--- src/rtl/tonegen_pkg.sv ---
// Shared types and helpers for the polyphonic tone generator.
package tonegen_pkg;

  typedef enum logic {
    IDLE = 1'b0,
    PLAY = 1'b1
  } chan_state_t;

  // Number of clock cycles in one millisecond.
  function automatic int ms_div(input int fclk);
    return fclk / 1000;
  endfunction

endpackage

--- src/rtl/tonegen_chan.sv ---
// One tone channel: phase accumulator square wave plus millisecond duration countdown.
module tonegen_chan
  import tonegen_pkg::*;
#(
  parameter int FCLK   = 50000000,
  parameter int FREQ_W = 32,
  parameter int DUR_W  = 16
) (
  input  logic              clk,
  input  logic              reset,
  input  logic              tick,
  input  logic              start,
  input  logic              stop,
  input  logic [FREQ_W-1:0] freq,
  input  logic [DUR_W-1:0]  dur_ms,
  output logic              spkr,
  output logic              busy,
  output logic              done
);

  localparam int ACC_W = FREQ_W + 1;
  localparam logic [ACC_W-1:0] FCLK_V = ACC_W'(FCLK);
  localparam logic [ACC_W-1:0] HALF_V = ACC_W'(FCLK / 2);

  chan_state_t       state;
  logic [FREQ_W-1:0] freq_q;
  logic [ACC_W-1:0]  acc;
  logic [ACC_W-1:0]  step;
  logic [DUR_W-1:0]  remaining;
  logic              expire;

  // Frequencies at or above Nyquist of the toggle rate saturate to a toggle every cycle.
  always_comb begin
    if (freq_q != '0 && {1'b0, freq_q} >= HALF_V) begin
      step = FCLK_V;
    end else begin
      step = {freq_q, 1'b0};
    end
  end

  assign expire = tick && (remaining == DUR_W'(1));
  assign busy   = (state == PLAY);

  always_ff @(posedge clk) begin
    if (reset) begin
      state     <= IDLE;
      freq_q    <= '0;
      acc       <= '0;
      remaining <= '0;
      spkr      <= 1'b0;
      done      <= 1'b0;
    end else begin
      done <= 1'b0;
      case (state)
        IDLE: begin
          if (start) begin
            state     <= PLAY;
            freq_q    <= freq;
            acc       <= '0;
            remaining <= dur_ms;
            spkr      <= 1'b0;
          end
        end
        PLAY: begin
          if (expire || stop) begin
            state     <= IDLE;
            acc       <= '0;
            remaining <= '0;
            spkr      <= 1'b0;
            done      <= expire;
          end else begin
            // Keep the overshoot so the long-run toggle rate has no drift.
            if (acc >= FCLK_V - step) begin
              spkr <= ~spkr;
              acc  <= acc + step - FCLK_V;
            end else begin
              acc <= acc + step;
            end
            if (tick && remaining != '0) begin
              remaining <= remaining - DUR_W'(1);
            end
          end
        end
        default: begin
          state <= IDLE;
        end
      endcase
    end
  end

endmodule

--- src/rtl/tonegen_poly.sv ---
// Polyphonic tone generator: ms tick prescaler, command decode, NCHAN channels and XOR mixer.
module tonegen_poly
  import tonegen_pkg::*;
#(
  parameter int FCLK   = 50000000,
  parameter int NCHAN  = 4,
  parameter int FREQ_W = 32,
  parameter int DUR_W  = 16,
  localparam int CHAN_W = (NCHAN > 1) ? $clog2(NCHAN) : 1
) (
  input  logic              clk,
  input  logic              reset,
  input  logic              cmd_valid,
  output logic              cmd_ready,
  input  logic [CHAN_W-1:0] cmd_chan,
  input  logic              cmd_stop,
  input  logic [FREQ_W-1:0] cmd_freq,
  input  logic [DUR_W-1:0]  cmd_dur_ms,
  output logic [NCHAN-1:0]  spkr,
  output logic              spkr_mix,
  output logic [NCHAN-1:0]  busy,
  output logic [NCHAN-1:0]  done
);

  localparam int MS = ms_div(FCLK);
  localparam int TW = (MS > 1) ? $clog2(MS) : 1;

  logic [TW-1:0]    tick_cnt;
  logic             tick;
  logic             in_range;
  logic             busy_sel;
  logic             accept;
  logic [NCHAN-1:0] start_v;
  logic [NCHAN-1:0] stop_v;

  always_ff @(posedge clk) begin
    if (reset) begin
      tick_cnt <= '0;
    end else if (tick_cnt == TW'(MS - 1)) begin
      tick_cnt <= '0;
    end else begin
      tick_cnt <= tick_cnt + TW'(1);
    end
  end

  assign tick = (tick_cnt == TW'(MS - 1));

  // Select busy of the addressed channel without indexing past NCHAN.
  always_comb begin
    in_range = ({1'b0, cmd_chan} < (CHAN_W + 1)'(NCHAN));
    busy_sel = 1'b0;
    for (int i = 0; i < NCHAN; i++) begin
      if (CHAN_W'(i) == cmd_chan) begin
        busy_sel = busy[i];
      end
    end
  end

  always_comb begin
    if (reset) begin
      cmd_ready = 1'b0;
    end else if (cmd_stop || !in_range) begin
      cmd_ready = 1'b1;
    end else begin
      cmd_ready = ~busy_sel;
    end
  end

  assign accept = cmd_valid && cmd_ready && in_range;

  always_comb begin
    start_v = '0;
    stop_v  = '0;
    for (int i = 0; i < NCHAN; i++) begin
      if (accept && CHAN_W'(i) == cmd_chan) begin
        start_v[i] = ~cmd_stop;
        stop_v[i]  = cmd_stop;
      end
    end
  end

  for (genvar g = 0; g < NCHAN; g++) begin : g_chan
    tonegen_chan #(
      .FCLK  (FCLK),
      .FREQ_W(FREQ_W),
      .DUR_W (DUR_W)
    ) u_chan (
      .clk   (clk),
      .reset (reset),
      .tick  (tick),
      .start (start_v[g]),
      .stop  (stop_v[g]),
      .freq  (cmd_freq),
      .dur_ms(cmd_dur_ms),
      .spkr  (spkr[g]),
      .busy  (busy[g]),
      .done  (done[g])
    );
  end

  always_ff @(posedge clk) begin
    if (reset) begin
      spkr_mix <= 1'b0;
    end else begin
      spkr_mix <= ^spkr;
    end
  end

endmodule

--- config.mk ---
export PLATFORM = sky130hd
export DESIGN_NAME = tonegen_poly
export DESIGN_NICKNAME = d
export VERILOG_FILES = /design/src/rtl/tonegen_pkg.sv /design/src/rtl/tonegen_chan.sv /design/src/rtl/tonegen_poly.sv
export SDC_FILE = /design/constraint.sdc
export NUM_CORES = 1
export LEC_CHECK = 0
export CORE_MARGIN = 1
export CORE_UTILIZATION = 40
export DETAILED_ROUTE_END_ITERATION = 10
export GPL_TIMING_DRIVEN = 0
export PLACE_DENSITY = 0.56
export SYNTH_ARGS = -nofsm -noshare
export SYNTH_HDL_FRONTEND = slang
export SYNTH_HIERARCHICAL = 1
export SYNTH_SLANG_ARGS = --single-unit
export TNS_END_PERCENT = 100
--- constraint.sdc ---
create_clock -name clk -period 11.7 [get_ports clk]
set_input_delay 2.34 -clock clk [delete_from_list [all_inputs] [get_ports clk]]
set_output_delay 2.34 -clock clk [all_outputs]
set_load 0.01 [all_outputs]
# --- After elaboration in Yosys (flattened, before gate mapping) ---
# Index checks and enable logic that the tools add are counted.
word_totals:
  ff_bits: 353
  word_cells: 211
  input_bits: 54
  out_inout_bits: 14
op_classes:
  n_eq_ne: 20
  reduce_logical: 48
  add_sub_neg: 17
  mux: 78
  bitwise: 14
  magnitude_cmp: 8
ops:
  columns: ["operator", "count"]
  rows:
  - ["2-to-1 mux 33 bit", 16]
  - ["one-hot mux 33 bit (2 select lines)", 4]
  - ["2-to-1 mux 16 bit", 12]
  - ["adder 33 bit", 4]
  - ["greater-or-equal comparator 33 bit", 4]
  - ["subtractor 26 x 33 -> 33 bit (first input constant)", 4]
  - ["subtractor 33 x 26 -> 33 bit (second input constant)", 4]
  - ["greater-or-equal comparator 32 x 25 -> 1 bit (second input constant)", 4]
  - ["one-hot mux 16 bit (2 select lines)", 4]
  - ["nonzero test 32 bit", 4]
  - ["== test 16 x 1 -> 1 bit (second input constant)", 4]
  - ["nonzero test 16 bit", 4]
  - ["subtractor 16 x 1 -> 16 bit (second input constant)", 4]
  - ["2-to-1 mux 1 bit", 34]
  - ["!= test 3 bit (second input constant)", 8]
  - ["AND reduction 2 bit", 12]
  - ["logical AND 1 bit", 17]
  - ["adder 16 x 1 -> 16 bit (second input constant)", 1]
  - ["== test 16 bit (second input constant)", 1]
  - ["one-hot mux 1 bit (2 select lines)", 8]
  - ["inverter 1 bit", 14]
  - ["OR reduction 3 bit", 4]
  - ["!= test 2 x 1 -> 1 bit (second input constant)", 4]
  - ["== test 2 bit (first input constant)", 2]
  - ["5 further kinds", 8]

# --- Longest topological paths before layout ---
# Gate-level depths: netlist of the first run.
depth:
  depth_word: 14
  ltp_mapped: 31

# --- By module ---
# The synthesis of the first run kept the hierarchy.
by_module_without_submodules:
  columns: ["module", "n_inst", "cells_each", "area_per_inst_um2"]
  rows:
  - ["tonegen_chan (g_chan[1].u_chan ...)", 2, 1005, 7445.9]
  - ["tonegen_chan (g_chan[3].u_chan)", 1, 1059, 7853.8]
  - ["tonegen_chan (g_chan[0].u_chan)", 1, 959, 7231.9]
  - ["tonegen_poly", 1, 105, 943.4]

# --- Worst setup path before layout of the first run ---
# OpenSTA, ideal clock, no wires.
synth_path:
  path_kind: "register -> register"
  from: "register g_chan[0].u_chan.freq_q[7]"
  to: "register g_chan[0].u_chan.acc[32]"
  arrival_time_ns: 6.350
  setup_slack_ns: 5.230
  stages_incl_launch_ff: 31
  cell_sequence: "dfxtp_1 > or4_4 > o31a_1 > nand2_1 > and3_1 > inv_1 > ha_1 > clkbuf_1 > nand2_1 > o31ai_1 > a22oi_1 > a21boi_0 > a21o_1 > a21oi_1 > nand2b_1 > a21oi_1 > nand3_1 > a21boi_0 > ha_1 > and4_1 > or3b_2 > nor3_1 > nand4_1 > nor3_1 > a211oi_1 > o21ba_2 > nand4bb_1 > a31oi_4 > nand4_1 > and4b_1 > a211o_1"
synth_between:
  elab_chain_len: 8
  elab_cells_between_ends: 11
synth_lines:
  columns: ["element", "line_no", "rtl"]
  rows:
  - ["start: declaration", "tonegen_chan.sv:26", "logic [FREQ_W-1:0] freq_q;"]
  - ["start signal: assignment", "tonegen_chan.sv:58", "freq_q <= freq;"]
  - ["greater-or-equal comparator 32 x 25 -> 1 bit / nonzero test 32 bit (equally long branches)", "tonegen_chan.sv:34", "if (freq_q != '0 && {1'b0, freq_q} >= HALF_V) begin"]
  - ["logical AND 1 bit", "tonegen_chan.sv:34", null]
  - ["2-to-1 mux 33 bit (*)", "tonegen_chan.sv:34", null]
  - ["adder 33 bit / subtractor 26 x 33 -> 33 bit (equally long branches)", "tonegen_chan.sv:75, tonegen_chan.sv:77, tonegen_chan.sv:73", null]
  - ["subtractor 33 x 26 -> 33 bit / greater-or-equal comparator 33 bit (equally long branches)", "tonegen_chan.sv:75, tonegen_chan.sv:73", null]
  - ["2-to-1 mux 33 bit (*)", "tonegen_chan.sv:73", "if (acc >= FCLK_V - step) begin"]
  - ["2-to-1 mux 33 bit (*)", "tonegen_chan.sv:65", "if (expire || stop) begin"]
  - ["one-hot mux 33 bit (2 select lines) (*)", "tonegen_chan.sv:54", "case (state)"]
  - ["end signal: assignment", "tonegen_chan.sv:75", "acc <= acc + step - FCLK_V;"]
  - ["end signal: assignment", "tonegen_chan.sv:77", "acc <= acc + step;"]
  - ["end: declaration", "tonegen_chan.sv:27", "logic [ACC_W-1:0] acc;"]
# Mark *: on every way between the ends. The rest lies on a longest branch, timed or not.
# A chain may end at the register's enable or synchronous reset.

# --- Final worst setup path of the first run ---
layout_path:
  from: "register g_chan[3].u_chan.freq_q[31]"
  to: "register g_chan[3].u_chan.acc[9]"
layout_between:
  elab_chain_len: 8
  elab_cells_between_ends: 11
layout_lines:
  columns: ["element", "line_no"]
  rows:
  - ["start: declaration", "tonegen_chan.sv:26"]
  - ["start signal: assignment", "tonegen_chan.sv:58"]
  - ["greater-or-equal comparator 32 x 25 -> 1 bit / nonzero test 32 bit (equally long branches)", "tonegen_chan.sv:34"]
  - ["logical AND 1 bit", "tonegen_chan.sv:34"]
  - ["2-to-1 mux 33 bit (*)", "tonegen_chan.sv:34"]
  - ["adder 33 bit / subtractor 26 x 33 -> 33 bit (equally long branches)", "tonegen_chan.sv:75, tonegen_chan.sv:77, tonegen_chan.sv:73"]
  - ["subtractor 33 x 26 -> 33 bit / greater-or-equal comparator 33 bit (equally long branches)", "tonegen_chan.sv:75, tonegen_chan.sv:73"]
  - ["2-to-1 mux 33 bit (*)", "tonegen_chan.sv:73"]
  - ["2-to-1 mux 33 bit (*)", "tonegen_chan.sv:65"]
  - ["one-hot mux 33 bit (2 select lines) (*)", "tonegen_chan.sv:54"]
  - ["end signal: assignment", "tonegen_chan.sv:75"]
  - ["end signal: assignment", "tonegen_chan.sv:77"]
  - ["end: declaration", "tonegen_chan.sv:27"]
# Marks and branches as above.

==> run_results.csv, run 1 <==
group,metric,value,unit
status,status,"complete, but fails checks",
status,violations,"max-capacitance violations",
detailed_routing,wl_met3,6870,um
sta,fin_tns_setup,0,ns
worst_setup_path,reg2regPathDepth,26,
sta,timing.fmax,111,MHz
worst_setup_path,crit_buf_inv,4,
floorplan,rows,101,
sta,rsz0062_at_grt,"no",
floorplan,ios,68,
pwr,vdd_drop_max,87.4,uV
synth,synth_edf_count,0,
sta,finalSetupViolations,0,
layout,layout_common_cells,"nand2_1, a21oi_1, dfxtp_1",
detailed_routing,ant_nets,0,
worst_setup_path,cp-endpoint,"g_chan[3].u_chan/acc[9]$_SDFFE_PP0P_",
clock_network,cts_buffers,43,
layout,fillers,8026,
detailed_routing,highest_layer,"met5",
clock_network,cts.repair.resized,0,
min_path,hold_path_class,"flip-flop to flip-flop",
sta,finalHoldViolCount,0,
clock_network,cts_root_buf,"clkbuf_16",
synth,yosysSeqAreaShare,22.6,%
clock_network,post_cts_buffers,0,
layout,drive_above_1_share,4.87,%
placement,dp_slack,2.83,ns
clock_network,clk_latency,0.60,ns
flow_run,maxCapViolCount,1,
detailed_routing,wl_met1,49700,um
floorplan,start_util,40.6,%
worst_setup_path,worstPathRequired,12.22,ns
worst_setup_path,crit_arrival,9.54,ns
sta,worst_slack,2.67,ns
clock_network,htreeDepth,2,
worst_setup_path,crit_path_frequent_cell,"nand2_1",
worst_setup_path,critical-path-max-stage-delay,0.81,ns
layout,regArea,6990,sq um
clock_network,holdBufCountCts,0,
worst_setup_path,start_kind,"flip-flop",
clock_network,cts_tree,"done",
floorplan,core,76200,sq um
worst_setup_path,worstSetupPathType,"flip-flop to flip-flop",
synth,synth-async-reset-ratio,0,%
layout,final_common_cell,"nand2_1",
worst_setup_path,worstPathMaxFanout,10,
placement,dp_hpwl,82600,um
synth,synth_area,30900,sq um
synth,yosys_warnings,6,
clock_network,clockBufferDepth,3,
clock_network,path_clk_slew,0.06,ns
global_routing,grt_usage,26.2,%
clock_network,clock_sinks,349,
global_routing,first_global_vias,29000,
floorplan,die_y,280,um
detailed_routing,wl_per_cell,19.7,um
worst_setup_path,r2r_start,"g_chan[3].u_chan/freq_q[31]$_SDFFE_PP0P_",
layout,final_nets,4609,
worst_setup_path,r2r_setup_slack,2.67,ns
floorplan,die_area,78400,sq um
sta,period_share,77.2,%
sta,slew_headroom,0.171,%
global_routing,grt_max_degree,14,
worst_setup_path,cpMaxStageDelayCell,"o31ai_1",
detailed_routing,drc,0,
layout,multiInputGateArea,22800,sq um
detailed_routing,drt_iter0_drc,2331,
pwr,power_leakage,14.0,nW
detailed_routing,dr.pass1.iters,6,
detailed_routing,drt-total-wl,105000,um
worst_setup_path,cp_num_cells,26,
synth,netlist-cell-type-count,107,
sta,drv_slew,0,
detailed_routing,routed-via-count,31094,
sta,post-route-min-period,9.03,ns
sta,tightest_slew,1.48,ns
pwr,power_density,92.9,nW/um^2
synth,synth_seq_cells,349,
worst_setup_path,r2r-end,"g_chan[3].u_chan/acc[9]$_SDFFE_PP0P_",
placement,portBuffers,66,
synth,syn_inst,4133,
worst_setup_path,path_delay_family,"compound AO/OA/AOI/OAI gates",
layout,syn_to_final_growth,11.7,%
global_routing,grt-ovfl-total,0,
min_path,worstHoldPathCells,2,
synth,ys.flop_type,"dfxtp_1",
global_routing,antenna_found_initial,9,
placement,gp_congestion,0.925,
detailed_routing,dr_wl_met2,46000,um
detailed_routing,viasPerCell,5.82,
global_routing,grt_pass1_wl,163000,um
worst_setup_path,critPathCaptureType,"flip-flop",
worst_setup_path,cp-startpoint,"g_chan[3].u_chan/freq_q[31]$_SDFFE_PP0P_",
synth,avgSynthCellArea,7.48,sq um
sta,finalClockSkew,0.0348,ns
floorplan,die_w,280,um
[worst min path at each step]
stage	start	to	slack, ns
after detailed placement	g_chan[2].u_chan/freq_q[31]$_SDFFE_PP0P_	g_chan[2].u_chan/freq_q[31]$_SDFFE_PP0P_	0.45
after CTS	g_chan[2].u_chan/freq_q[31]$_SDFFE_PP0P_	g_chan[2].u_chan/freq_q[31]$_SDFFE_PP0P_	0.46
after global routing	g_chan[2].u_chan/freq_q[31]$_SDFFE_PP0P_	g_chan[2].u_chan/freq_q[31]$_SDFFE_PP0P_	0.48
after floorplan	tick_cnt[0]$_SDFF_PP0_	tick_cnt[0]$_SDFF_PP0_	0.43
final	g_chan[3].u_chan/freq_q[26]$_SDFFE_PP0P_	g_chan[3].u_chan/freq_q[26]$_SDFFE_PP0P_	0.46
after global placement	g_chan[2].u_chan/freq_q[31]$_SDFFE_PP0P_	g_chan[2].u_chan/freq_q[31]$_SDFFE_PP0P_	0.44
[state kept, by name, summed over array words and instances, names as in the netlist]
register / count
g_chan.u_chan/acc: 128
g_chan.u_chan/freq_q: 128
g_chan.u_chan/remaining: 64
tick_cnt: 16
g_chan.u_chan/busy: 4
g_chan.u_chan/done: 4
g_chan.u_chan/spkr: 4
spkr_mix: 1
[synth_stat cells (23+ instances only)]
master / count / area [sq um]
nand2_1: 580 / 2180
a21oi_1: 388 / 1940
dfxtp_1: 349 / 6990
nor2_1: 335 / 1260
ha_1: 277 / 3470
o21ai_0: 240 / 1200
clkbuf_1: 180 / 676
xnor2_1: 180 / 1580
inv_1: 118 / 443
nor3_1: 95 / 475
nand3_1: 94 / 470
a22oi_1: 91 / 683
a21o_1: 88 / 661
nand4_1: 80 / 500
xor2_1: 76 / 666
and3_1: 73 / 457
nand2b_1: 57 / 357
nor4_1: 57 / 357
a22o_1: 49 / 429
a211oi_1: 45 / 338
nor2b_1: 40 / 250
o211ai_1: 39 / 293
and2_1: 38 / 238
or3_1: 31 / 194
a31oi_1: 26 / 163
o21a_1: 26 / 195
mux2i_1: 24 / 240
or2_2: 23 / 144
[power breakdown]
| group | leakage, nW | switching [mW] | internal, mW |
|---|---|---|---|
| registers | 2.82 | 0.0199 | 1.20 |
| logic | 10.4 | 0.320 | 0.175 |
| clock network | 0.755 | 0.599 | 0.890 |
[per-stage QoR]
step,std cells,hold slack [ns],power (mW),util [%],area [sq um]
global placement,5261,0.442,1.73,43.3,33000
detailed placement,5261,0.448,1.74,43.3,33000
global route,5341,0.476,3.34,45.3,34500
finish,5343,0.457,3.21,45.3,34500
CTS,5339,0.457,3.23,45.3,34500
floorplan,4165,0.435,1.58,-,31000
[layer usage]
| metal | global-route usage, % | vias to the layer above |
|---|---|---|
| li1 | - | 15460 |
| met1 | 36.9 | 14660 |
| met2 | 41.5 | 831 |
| met3 | 3.93 | 135 |
| met4 | 6.40 | 8 |
| met5 | 0 | - |
[final cells by class]
| class | instances | area share [%] |
|---|---|---|
| clock inverters | 29 | 1.24 |
| inverters | 118 | 1.28 |
| flip-flops and latches | 349 | 20.2 |
| well taps | 1030 | 3.73 |
| diodes | 2 | 0.0145 |
| plain buffers | 194 | 2.23 |
| repair buffers | 68 | 1.95 |
| clock buffers | 49 | 3.21 |
| multi-input cells | 3504 | 66.1 |
[kinds of logic after synthesis]
| kind of cell | synth area share [%] |
|---|---|
| buffers and inverters | 3.92 |
| adders and majority gates | 11.2 |
| xor gates and xnor gates | 7.48 |
| and+or+nand+nor | 26.1 |
| DFF | 22.6 |
| AOI/OAI and AO/OA | 27.4 |
| muxes | 1.13 |
| other | 0.0971 |
[worst reg2reg max path: stages, from the launching register on]
cell and delay (ns):
dfxtp_1 0.31, nor3_1 0.44, nand2_1 0.41, a211oi_1 0.47
clkbuf_1 0.49, clkbuf_1 0.51, clkbuf_1 0.46, nand2_1 0.18
ha_1 0.33, nand2_1 0.13, nand2_1 0.10, a21boi_0 0.31
a21boi_0 0.44, a21o_1 0.25, a21oi_1 0.09, o311ai_0 0.55
ha_1 0.39, a2111oi_0 0.37, a31o_2 0.28, o221ai_1 0.13
o31ai_1 0.81, nand2_1 0.43, clkbuf_1 0.45, nand2_1 0.19
xor2_1 0.21, a22oi_1 0.10, nor2_1 0.12
Note: power is estimated with default switching activity, not from simulation.
==> run 2, diff against run 1 <==
==> constraint.sdc (replaced) <==
create_clock -name clk -period 8.6 [get_ports clk]
set_input_delay 1.72 -clock clk [delete_from_list [all_inputs] [get_ports clk]]
set_output_delay 1.72 -clock clk [all_outputs]
set_load 0.01 [all_outputs]
==> run_results.csv, run 2 (same netlist as run 1, synthesis figures left out) <==
group,metric,value,unit
status,status,"complete, no violations",
floorplan,die_area,78400,sq um
sta,tightest_slew,1.45,ns
global_routing,antenna_found_initial,9,
floorplan,die_w,280,um
sta,drv_slew,0,
layout,reg.largest.list,"g_chan.u_chan/acc x128, g_chan.u_chan/freq_q x128, g_chan.u_chan/remaining x64",
global_routing,grt_pass1_wl,163000,um
sta,timing.fmax,123,MHz
clock_network,cts_tree,"done",
worst_setup_path,r2r_setup_slack,0.48,ns
layout,layout_common_cells,"nand2_1, a21oi_1, dfxtp_1",
detailed_routing,drt-total-wl,105000,um
detailed_routing,viasPerCell,5.84,
clock_network,clock_sinks,349,
clock_network,clockBufferDepth,3,
detailed_routing,routed-via-count,31196,
layout,syn_to_final_growth,11.8,%
clock_network,path_clk_slew,0.06,ns
layout,fillers,8024,
min_path,hold_path_class,"flip-flop to flip-flop",
global_routing,grt_max_degree,14,
detailed_routing,drc,0,
detailed_routing,dr.pass1.iters,7,
sta,finalSetupViolations,0,
layout,final_common_cell,"nand2_1",
clock_network,htreeDepth,2,
detailed_routing,wl_per_cell,19.6,um
worst_setup_path,worstPathMaxFanout,10,
placement,dp_hpwl,82600,um
placement,portBuffers,66,
pwr,vdd_drop_max,119,uV
placement,dp_cells,5261,
global_routing,grt-ovfl-total,0,
flow_run,maxCapViolCount,0,
clock_network,cts_buffers,43,
layout,drive_above_1_share,5.03,%
sta,finalClockSkew,0.0348,ns
floorplan,rows,101,
detailed_routing,drt_iter0_drc,2374,
detailed_routing,ant_nets,0,
floorplan,die_y,280,um
worst_setup_path,worstSetupPathType,"flip-flop to flip-flop",
sta,period_share,94.5,%
sta,post-route-min-period,8.12,ns
pwr,power_leakage,14.0,nW
worst_setup_path,worstPathRequired,9.06,ns
placement,gp_congestion,0.925,
pwr,power_density,126,nW/um^2
worst_setup_path,crit_arrival,8.58,ns
floorplan,core,76200,sq um
worst_setup_path,critPathCaptureType,"flip-flop",
worst_setup_path,critical-path-max-stage-delay,0.49,ns
floorplan,start_util,40.6,%
clock_network,clk_latency,0.60,ns
sta,finalHoldViolCount,0,
layout,final_nets,4609,
worst_setup_path,start_kind,"flip-flop",
global_routing,first_global_vias,28993,
sta,slew_headroom,1.91,%
clock_network,cts_root_buf,"clkbuf_16",
layout,stdcell_count,5346,
worst_setup_path,cpMaxStageDelayCell,"nor4_2",
global_routing,grt_usage,26.2,%
floorplan,ios,68,
pwr,power,4.37,mW
==> run 2: cell count changes in the layout (fill, tap and decap cells not counted) <==
cell and change:
o31ai_2 +1, nand2_2 +1, a211oi_1 -1, nor4_2 +1, clkbuf_1 -3, nor4_1 -1
diode_2 +3, nand2_1 -1, clkbuf_2 +3, a211oi_2 +1, o31ai_1 -1
==> run 2: layer usage <==
metal  vias to the layer above  track usage [%]  routed length (um)  share of wire, %
met5                         -                0                  56             0.053
met3                       147             4.01                6830               6.5
met4                         8             6.32                2470               2.4
met2                       853             41.5               46000                44
met1                     14721             36.8               49500                47
li1                      15467                -                   -                 -
==> run 2: per-stage QoR <==
stage                     setup TNS [ns]  instance area, sq um  hold slack (ns)  setup WS [ns]  utilization (%)
after floorplan                        0                 31000            0.435           2.13                -
after global placement             -3.48                 33000            0.442         -0.356             43.3
after detailed placement           -2.29                 33000            0.448         -0.272             43.3
after CTS                              0                 34500            0.457          0.127             45.3
after global routing             -0.0144                 34600            0.476        -0.0144             45.4
final                                  0                 34600            0.456          0.477             45.4
==> run 2: cell type report <==
cell class	count	area, sq um	share of cell area, %
Inverter	118	443	1.28
Multi-Input combinational cell	3504	22900	66.1
Sequential cell	349	6990	20.2
Clock inverter	29	428	1.24
Antenna cell	5	12.5	0.0362
Timing Repair Buffer	68	673	1.95
Clock buffer	49	1110	3.21
Buffer	194	773	2.24
Tap cell	1030	1290	3.73
==> run 2: path summary, 6_finish.rpt <==
check,depth (start not counted),from,endpoint
hold reg to reg,2,g_chan[2].u_chan/freq_q[31]$_SDFFE_PP0P_,g_chan[2].u_chan/freq_q[31]$_SDFFE_PP0P_
setup reg to reg,30,g_chan[0].u_chan/freq_q[27]$_SDFFE_PP0P_,g_chan[0].u_chan/acc[32]$_SDFFE_PP0P_
setup / recovery,30,g_chan[0].u_chan/freq_q[27]$_SDFFE_PP0P_,g_chan[0].u_chan/acc[32]$_SDFFE_PP0P_
hold / removal,2,g_chan[2].u_chan/freq_q[31]$_SDFFE_PP0P_,g_chan[2].u_chan/freq_q[31]$_SDFFE_PP0P_
==> run 2: critical path: cells and delay by family (launching register included) <==
kind / cells / cell delay, ns
AO/OA/AOI/OAI: 12 / 2.94
adder cells (fa/ha/maj): 2 / 0.51
buffers and inverters: 2 / 0.58
flip-flops: 1 / 0.32
AND/OR/NAND/NOR: 14 / 3.62
==> run 2: report_power, final <==
part           internal (mW)  leakage (nW)  switching (mW)  total, mW
clock network           1.21         0.755           0.817       2.03
registers               1.64          2.82          0.0271       1.67
logic                  0.238          10.4           0.436      0.673
==> run 2: what timing repair did <==
item / CTS / global route
gates cloned: 0 / 0
setup endpoints to repair: 14 / 41
pin swaps: 0 / 0
buffers inserted: 0 / 0
hold buffers: 0 / 0
gates resized for setup: 2 / 7
